File: src/rtl/fb_pipectrl_pkg.sv
// Shared types and constants for the Firebird pipeline sequencing controller.
package fb_pipectrl_pkg;

  localparam int FB_32BITS       = 32;
  localparam int FB_DMEM_TIMEOUT = 255;
  localparam int FB_REG_W        = 5;
  localparam int FB_WAIT_W       = 8;

  typedef enum logic {
    FB_PC_RUN   = 1'b0,
    FB_PC_MWAIT = 1'b1
  } pc_state_e;

  // Bundle of per-register enables and flushes driven each cycle.
  typedef struct packed {
    logic pc_we;
    logic ifid_we;
    logic idex_we;
    logic exmem_we;
    logic memwb_we;
    logic ifid_flush;
    logic idex_flush;
  } pipe_ctrl_t;

  localparam pipe_ctrl_t CTRL_RESET    = 7'b00000_11;
  localparam pipe_ctrl_t CTRL_FREEZE   = 7'b00000_00;
  localparam pipe_ctrl_t CTRL_BRANCH   = 7'b11111_11;
  localparam pipe_ctrl_t CTRL_LOAD_USE = 7'b00111_01;
  localparam pipe_ctrl_t CTRL_ADVANCE  = 7'b11111_00;

endpackage

File: src/rtl/fb_hazard_detect.sv
// Load-use hazard detector: flags an ID instruction that reads the rd of a load in EX.
module fb_hazard_detect
  import fb_pipectrl_pkg::*;
(
  input  logic [FB_REG_W-1:0] id_rs1_i,
  input  logic [FB_REG_W-1:0] id_rs2_i,
  input  logic                id_use_rs1_i,
  input  logic                id_use_rs2_i,
  input  logic                ex_mem_to_reg_i,
  input  logic [FB_REG_W-1:0] ex_rd_i,
  output logic                load_use_o
);

  logic rs1_hit;
  logic rs2_hit;

  assign rs1_hit = id_use_rs1_i && (id_rs1_i == ex_rd_i);
  assign rs2_hit = id_use_rs2_i && (id_rs2_i == ex_rd_i);

  // x0 is hardwired to zero, so a load targeting it never creates a hazard.
  assign load_use_o = ex_mem_to_reg_i && (ex_rd_i != '0) && (rs1_hit || rs2_hit);

endmodule

File: src/rtl/fb_pipectrl.sv
// Pipeline sequencing controller: memory-wait FSM with timeout, branch/load-use
// priority mux for register enables and flushes, and a stall-cycle counter.
module fb_pipectrl
  import fb_pipectrl_pkg::*;
#(
  parameter int unsigned TIMEOUT = FB_DMEM_TIMEOUT
) (
  input  logic                 clk,
  input  logic                 rst,
  input  logic [FB_REG_W-1:0]  id_rs1,
  input  logic [FB_REG_W-1:0]  id_rs2,
  input  logic                 id_use_rs1,
  input  logic                 id_use_rs2,
  input  logic                 ex_mem_to_reg,
  input  logic [FB_REG_W-1:0]  ex_register_rd,
  input  logic                 ex_branch_taken,
  input  logic                 mem_mem_read,
  input  logic                 mem_mem_write,
  input  logic                 dmem_ready,
  output logic                 dmem_req,
  output logic                 pc_we,
  output logic                 ifid_we,
  output logic                 idex_we,
  output logic                 exmem_we,
  output logic                 memwb_we,
  output logic                 ifid_flush,
  output logic                 idex_flush,
  output logic                 dmem_timeout,
  output logic [FB_32BITS-1:0] stall_cnt
);

  localparam logic [FB_WAIT_W-1:0] WAIT_LAST = FB_WAIT_W'(TIMEOUT - 1);

  pc_state_e            state_q, state_d;
  logic [FB_WAIT_W-1:0] wait_q, wait_d;
  logic                 timeout_q, timeout_d;
  logic [FB_32BITS-1:0] stall_cnt_q, stall_cnt_d;

  logic       mem_acc;
  logic       mem_wait;
  logic       freeze;
  logic       load_use;
  pipe_ctrl_t ctrl;

  fb_hazard_detect u_hazard (
    .id_rs1_i        (id_rs1),
    .id_rs2_i        (id_rs2),
    .id_use_rs1_i    (id_use_rs1),
    .id_use_rs2_i    (id_use_rs2),
    .ex_mem_to_reg_i (ex_mem_to_reg),
    .ex_rd_i         (ex_register_rd),
    .load_use_o      (load_use)
  );

  assign mem_acc  = mem_mem_read || mem_mem_write;
  assign mem_wait = mem_acc && !dmem_ready;

  // NOTE: every always_comb output gets a default first so no path leaves it unassigned (no latches).
  always_comb begin
    state_d   = state_q;
    wait_d    = wait_q;
    timeout_d = timeout_q;
    freeze    = mem_wait;
    if (state_q == FB_PC_RUN) begin
      if (mem_wait) begin
        state_d = FB_PC_MWAIT;
        wait_d  = '0;
      end
    end else if (!mem_wait) begin
      state_d = FB_PC_RUN;
    end else if (wait_q == WAIT_LAST) begin
      // Abandon the access: the cycle completes with undefined read data.
      state_d   = FB_PC_RUN;
      timeout_d = 1'b1;
      freeze    = 1'b0;
    end else begin
      wait_d = wait_q + 1'b1;
    end
  end

  // A branch seen while frozen simply re-presents itself on the release cycle.
  always_comb begin
    if (rst)                  ctrl = CTRL_RESET;
    else if (freeze)          ctrl = CTRL_FREEZE;
    else if (ex_branch_taken) ctrl = CTRL_BRANCH;
    else if (load_use)        ctrl = CTRL_LOAD_USE;
    else                      ctrl = CTRL_ADVANCE;
  end

  assign stall_cnt_d = ctrl.pc_we ? stall_cnt_q : stall_cnt_q + 1'b1;

  // NOTE: sequential state uses non-blocking assignments so all registers update together.
  always_ff @(posedge clk or posedge rst) begin
    if (rst) begin
      state_q     <= FB_PC_RUN;
      wait_q      <= '0;
      timeout_q   <= 1'b0;
      stall_cnt_q <= '0;
    end else begin
      state_q     <= state_d;
      wait_q      <= wait_d;
      timeout_q   <= timeout_d;
      stall_cnt_q <= stall_cnt_d;
    end
  end

  assign dmem_req     = mem_acc && !rst;
  assign pc_we        = ctrl.pc_we;
  assign ifid_we      = ctrl.ifid_we;
  assign idex_we      = ctrl.idex_we;
  assign exmem_we     = ctrl.exmem_we;
  assign memwb_we     = ctrl.memwb_we;
  assign ifid_flush   = ctrl.ifid_flush;
  assign idex_flush   = ctrl.idex_flush;
  assign dmem_timeout = timeout_q;
  assign stall_cnt    = stall_cnt_q;

endmodule

File: config.mk
export PLATFORM = sky130hd
export DESIGN_NAME = fb_pipectrl
export DESIGN_NICKNAME = d
export VERILOG_FILES = /design/src/rtl/fb_pipectrl_pkg.sv /design/src/rtl/fb_hazard_detect.sv /design/src/rtl/fb_pipectrl.sv
export SDC_FILE = /design/constraint.sdc
export NUM_CORES = 1
export LEC_CHECK = 0
export CAP_MARGIN = 30
export CORE_MARGIN = 5
export CORE_UTILIZATION = 45
export CTS_BUF_LIST = sky130_fd_sc_hd__clkbuf_4
export DETAILED_ROUTE_END_ITERATION = 16
export GPL_TIMING_DRIVEN = 1
export HOLD_SLACK_MARGIN = 0.06
export PLACE_DENSITY = 0.87
export SYNTH_ARGS = -nofsm -noshare
export SYNTH_HDL_FRONTEND = slang
export SYNTH_SLANG_ARGS = --single-unit
File: constraint.sdc
create_clock -name clk -period 2.78 [get_ports clk]
set_clock_uncertainty 0.2 [all_clocks]
set_input_delay 0.556 -clock clk [delete_from_list [all_inputs] [get_ports clk]]
set_output_delay 0.556 -clock clk [all_outputs]
set_load 0.03 [all_outputs]
# Yosys cells after proc, flatten, opt, wreduce, memory -nomap -nowiden
# Index checks and enable logic that the tools add are counted.
# classes
addsub	2
n_eq_ne	4
mux	13
reduce_logical	13
# ops
operator	count
32-bit by 1-bit adder with 32-bit output, second input constant	1
8-bit two-way mux	4
7-bit two-way mux	4
5-bit equality test	2
8-bit by 1-bit adder with 8-bit output, second input constant	1
8-bit equality test, second input constant	1
1-bit logical AND	6
1-bit two-way mux	5
5-bit nonzero test	1
3-bit AND reduction	1
1-bit zero test	2
1-bit logical OR	2
2-bit inequality test, second input constant	1
2-bit AND reduction	1
# word_totals
regBits	42
input_bits	24
out_inout_bits	41
word_cells	36

# Longest topological paths before layout
# Gate-level depths: netlist of run 1.
# depth
ltp_word	8
mapped_depth	9
mapped_depth_nobuf	9

# Cells and area by module
# A second synthesis of run 1 with hierarchy kept.
# hier_totals
cells_unflattened	201
hier_area_um2	2138.3
# by_module_without_submodules
module	instances	cells_per_inst	area_per_inst_um2	seq_area_each_um2
fb_pipectrl	1	184	2004.4	1051.0
fb_hazard_detect	1	17	133.9	0.0

# Worst setup path before layout of run 1
# Ideal clock, no wire load.
# synth_path
kind	register to output
startpoint	register wait_q[0]
endpoint	output port idex_flush
arrival_ns	2.083
t_required_ns	2.024
slack_ns	-0.059
stages_incl_launch_ff	9
n_path_buf	0
cell_sequence	dfrtp_1 inv_1 ha_1 and3_1 and3_2 a21oi_2 inv_1 a21o_1 o21bai_1
# synth_via
elab_chain_len	6
# synth_rtl
item	line	text
from (decl)	fb_pipectrl.sv:35	logic [FB_WAIT_W-1:0] wait_q, wait_d;
from (signal assigned)	fb_pipectrl.sv:101	wait_q <= wait_d;
8-bit equality test	fb_pipectrl.sv:71	end else if (wait_q == WAIT_LAST) begin
1-bit two-way mux	fb_pipectrl.sv:71	
1-bit two-way mux	fb_pipectrl.sv:69	end else if (!mem_wait) begin
1-bit two-way mux	fb_pipectrl.sv:64	if (state_q == FB_PC_RUN) begin
named net freeze	fb_pipectrl.sv:41	logic freeze;
7-bit two-way mux	fb_pipectrl.sv:84	else if (freeze) ctrl = CTRL_FREEZE;
7-bit two-way mux	fb_pipectrl.sv:83	if (rst) ctrl = CTRL_RESET;
to (decl)	fb_pipectrl.sv:27	output logic idex_flush,
# The timed path passes the listed nets, and every way through them passes these cells.

# Worst setup path in the final report of run 1
# layout_path
startpoint	input port ex_register_rd[1]
endpoint	output port pc_we
# layout_via
elab_chain_len	8
word_cells_on_any_way	12
cone_classes	eq/ne: 2; mux: 4; reduce/logical: 6
# layout_rtl
item	line	text
from (decl)	fb_pipectrl.sv:15	input logic [FB_REG_W-1:0] ex_register_rd,
5-bit equality test (on tied branches)	fb_hazard_detect.sv:17, fb_hazard_detect.sv:18	
1-bit logical AND (on tied branches)	fb_hazard_detect.sv:17, fb_hazard_detect.sv:18	
1-bit logical OR	fb_hazard_detect.sv:21	assign load_use_o = ex_mem_to_reg_i && (ex_rd_i != '0) && (rs1_hit || rs2_hit);
1-bit logical AND *	fb_hazard_detect.sv:21	
7-bit two-way mux *	fb_pipectrl.sv:86	else if (load_use) ctrl = CTRL_LOAD_USE;
7-bit two-way mux *	fb_pipectrl.sv:85	else if (ex_branch_taken) ctrl = CTRL_BRANCH;
7-bit two-way mux *	fb_pipectrl.sv:84	
7-bit two-way mux *	fb_pipectrl.sv:83	
to (decl)	fb_pipectrl.sv:21	output logic pc_we,
# Every way passes the cells marked *; elsewhere a longest branch is shown, timed or not.

==> reports/metrics.csv, run 1 <==
stage,metric,value,unit
status,status,"finished, final reports clean",
routing,WL/cell,14.9,um
synthesis,"Cell Area, Synth",0.00217,mm2
grt,first-pass GRT wire length,8820,um
finish,share of layout cells above drive strength 1,0.185,
worst_setup_path,WS Path Type,in2out,
synthesis,area share of the largest cell type after synthesis,0.483,
worst_setup_path,worst path required time,2.02,ns
grt,global route total overflow,0,
hold_path,worst hold path class,reg2reg,
floorplanning,num rows,25,
placement,Placer Congestion,0.802,
sta,hold_ws,0.278,ns
placement,detailed placement HPWL,3770,um
sta,Final Hold Fails,0,
worst_setup_path,worst endpoint data arrival time,2.00,ns
clock_network,CTS Buffer Depth,2,
sta,Max Slew Vio Count,0,
synthesis,Post-Syn Nets,237,
synthesis,library cells used by synthesis,29,
floorplanning,die area,0.00632,mm2
floorplanning,die width,79.5,um
worst_setup_path,crit-path max cell delay,0.55,ns
synthesis,largest cells by area after synthesis,"dfrtp_1 (48%), xnor2_1 (16%), nand4_1 (5.8%)",
sta,number of setup violations in the final report,0,
clock_network,hold_buf cts,0,
clock_network,clock sinks,42,
clock_network,"Reg clk slew, reported paths",0.13,ns
grt,vias in the first global route,1951,
synthesis,sequential share of the synthesized area,0.483,
clock_network,CTS tree,yes,
sta,Max Fclk,0.363,GHz
worst_setup_path,Crit. End Element,output pin,
power_and_ir_drop,Peak VDD IR,0.000261,V
routing,number of remaining DRC errors,0,
finish,footprint of the multi-input gates,0.00108,mm2
floorplanning,initial core utilization,0.463,
finish,Layout fillers,369,
floorplanning,Core Box Area,0.00469,mm2
clock_network,total CTS buffers,5,
power_and_ir_drop,leakage,0.00142,uW
finish,"most common cell after layout, fill and taps aside",clkdlybuf4s50_1,
run,max_cap viols,0,
sta,final worst path period share,0.991,
synthesis,synthesized area per cell,10.4,um2
synthesis,Synth Instances,210,
routing,WL final,5240,um
power_and_ir_drop,P per Cell Area,488,mW/mm2
routing,DRT iter0 DRCs,77,
sta,unrepaired setup endpoints after global routing,true,
sta,Slew Limit Headroom,0.648,
sta,Tightest Pin Transition,0.528,ns
grt,largest net degree at the start of global routing,43,
worst_setup_path,"Max FO, Critical Path",3,
grt,initial antenna violation count,0,
routing,Via Count,1869,
power_and_ir_drop,overall power,1500,uW
finish,ANT cells,0,
sta,crit path time final,2.75,ns
finish,final core utilization,0.656,
synthesis,cell taking the most area after synthesis,dfrtp_1,
routing,post-route ant nets,0,
finish,highest-count cells in the layout ignoring fill and taps,"clkdlybuf4s50_1 (50), dfrtp_1 (42), xnor2_1 (40)",
clock_network,Worst-Skew Late Latency,0.35,ns
worst_setup_path,CP Launch Type,input port,
floorplanning,die height,79.5,um
worst_setup_path,slowest CP cell,or4_4,
routing,1st-pass router iterations,4,
worst_setup_path,Buf/Inv on CP,3,
finish,register area,0.00105,mm2
synthesis,yosys synthesis warning count,0,
finish,NumNets Final,324,
worst_setup_path,worst-path cell chain,"buf_2, or4_4, o21ai_4, nor2_1, a211o_4, inv_4, buf_6",
grt,GR Util All Layers,0.175,
routing,vias per cell,5.31,
placement,I/O Buffers,64,
floorplanning,I/O Pins,65,
synthesis,#FFs+latches synth,42,
clock_network,H-tree depth,2,
clock_network,CTS Root Cell,clkbuf_4,
finish,Area Overhead vs Synth,41.6,%
worst_setup_path,"CP delay by family, top",simple AND/OR/NAND/NOR gates,
## logic make-up (layout without fill, tap and decap cells)
family / count (synthesis) / count (layout) / share of synthesized area
adder cells (fa/ha/maj): 3 / 3 / 0.0173
XOR/XNOR: 47 / 47 / 0.189
AO/OA/AOI/OAI: 9 / 9 / 0.0340
flip-flops: 42 / 42 / 0.483
AND/OR/NAND/NOR: 94 / 94 / 0.235
buffers and inverters: 15 / 103 / 0.0414
## layer usage
layer	up-vias	wire (um)	global-route usage
met4	0	52	0.0653
met3	5	232	0.0339
li1	895	-	-
met2	49	2670	0.296
met5	-	0	0
met1	920	2280	0.221
## flip-flops by register name (all words and copies together), names as in the netlist
signal        flops
state_q           1
stall_cnt        32
wait_q            8
dmem_timeout      1
## area by class of cell
cell class	count	area share
Multi-Input combinational cell	153	0.350
Clock buffer	6	0.0146
Sequential cell	42	0.341
Clock inverter	2	0.00447
Tap cell	54	0.0219
Inverter	8	0.0106
Timing Repair Buffer	87	0.257
## worst paths after layout
kind	end	start	slack, ns	cells past startpoint
setup / recovery	pc_we	ex_register_rd[1]	0.03	7
min in group asynchronous	dmem_timeout	rst	0.63	4
setup reg to reg	stall_cnt[28]	wait_q[0]	0.42	13
hold reg to reg	dmem_timeout	dmem_timeout	0.28	1
hold / removal	dmem_timeout	dmem_timeout	0.28	1
max in group asynchronous	wait_q[0]	rst	1.39	4
## worst reg2reg max path, stage by stage (launching register included)
cell and delay (ns):
dfrtp_1 0.36, inv_1 0.05, ha_1 0.18, and3_1 0.14, and3_4 0.19, a21oi_4 0.15
buf_6 0.13, a211o_4 0.11, inv_4 0.04, buf_4 0.12, buf_4 0.12, buf_4 0.13
nor3_1 0.23, xor2_1 0.16
## power by group
part,total (uW),switching (uW),internal [uW]
clock,311,202,109
combinational,454,242,212
sequential,737,71.6,666
total,1500,515,987
## repair_timing
item	CTS	global route
pin swaps	4	8
gates resized for setup	45	10
setup endpoints to repair	7	7
setup buffers	2	4
## per-stage QoR
stage	worst slack [ns]	instance area, um2	instances	TNS [ns]
3_3_place_gp	-0.466	2960	338	-6.74
3_5_place_dp	-0.512	2960	338	-8.85
2_1_floorplan	0.00224	2190	210	0
6_report	0.0260	3080	352	0
4_1_cts	0.00661	3030	348	0
5_1_grt	-0.0138	3080	352	-0.0264
## cells in the mapped netlist
library cell and number:
inv_2 1, nand3_1 17, inv_1 7, dfrtp_1 42, or2_2 1, and3_2 1, o22ai_1 1, o21ai_2 1
or4_1 1, nand4_1 20, buf_6 3, a21oi_2 1, buf_4 3, xor2_1 7, o21bai_1 1, nand2_1 13
clkbuf_1 1, or3_1 1, a21o_1 2, ha_1 3, and4_1 2, nand4_2 2, and3_1 17, nor2_1 17
a211o_4 1, o21ai_0 2, xnor2_1 40, and2_1 1, nor3_1 1
Power figures use the tool's default switching activity.
==> run 2, diff against run 1 <==
- CAP_MARGIN: 30 -> 10
- HOLD_SLACK_MARGIN: 0.06 -> 0.15
==> results of run 2 <==
Same layout as run 1: the final DEF is identical, and so are final timing and power.
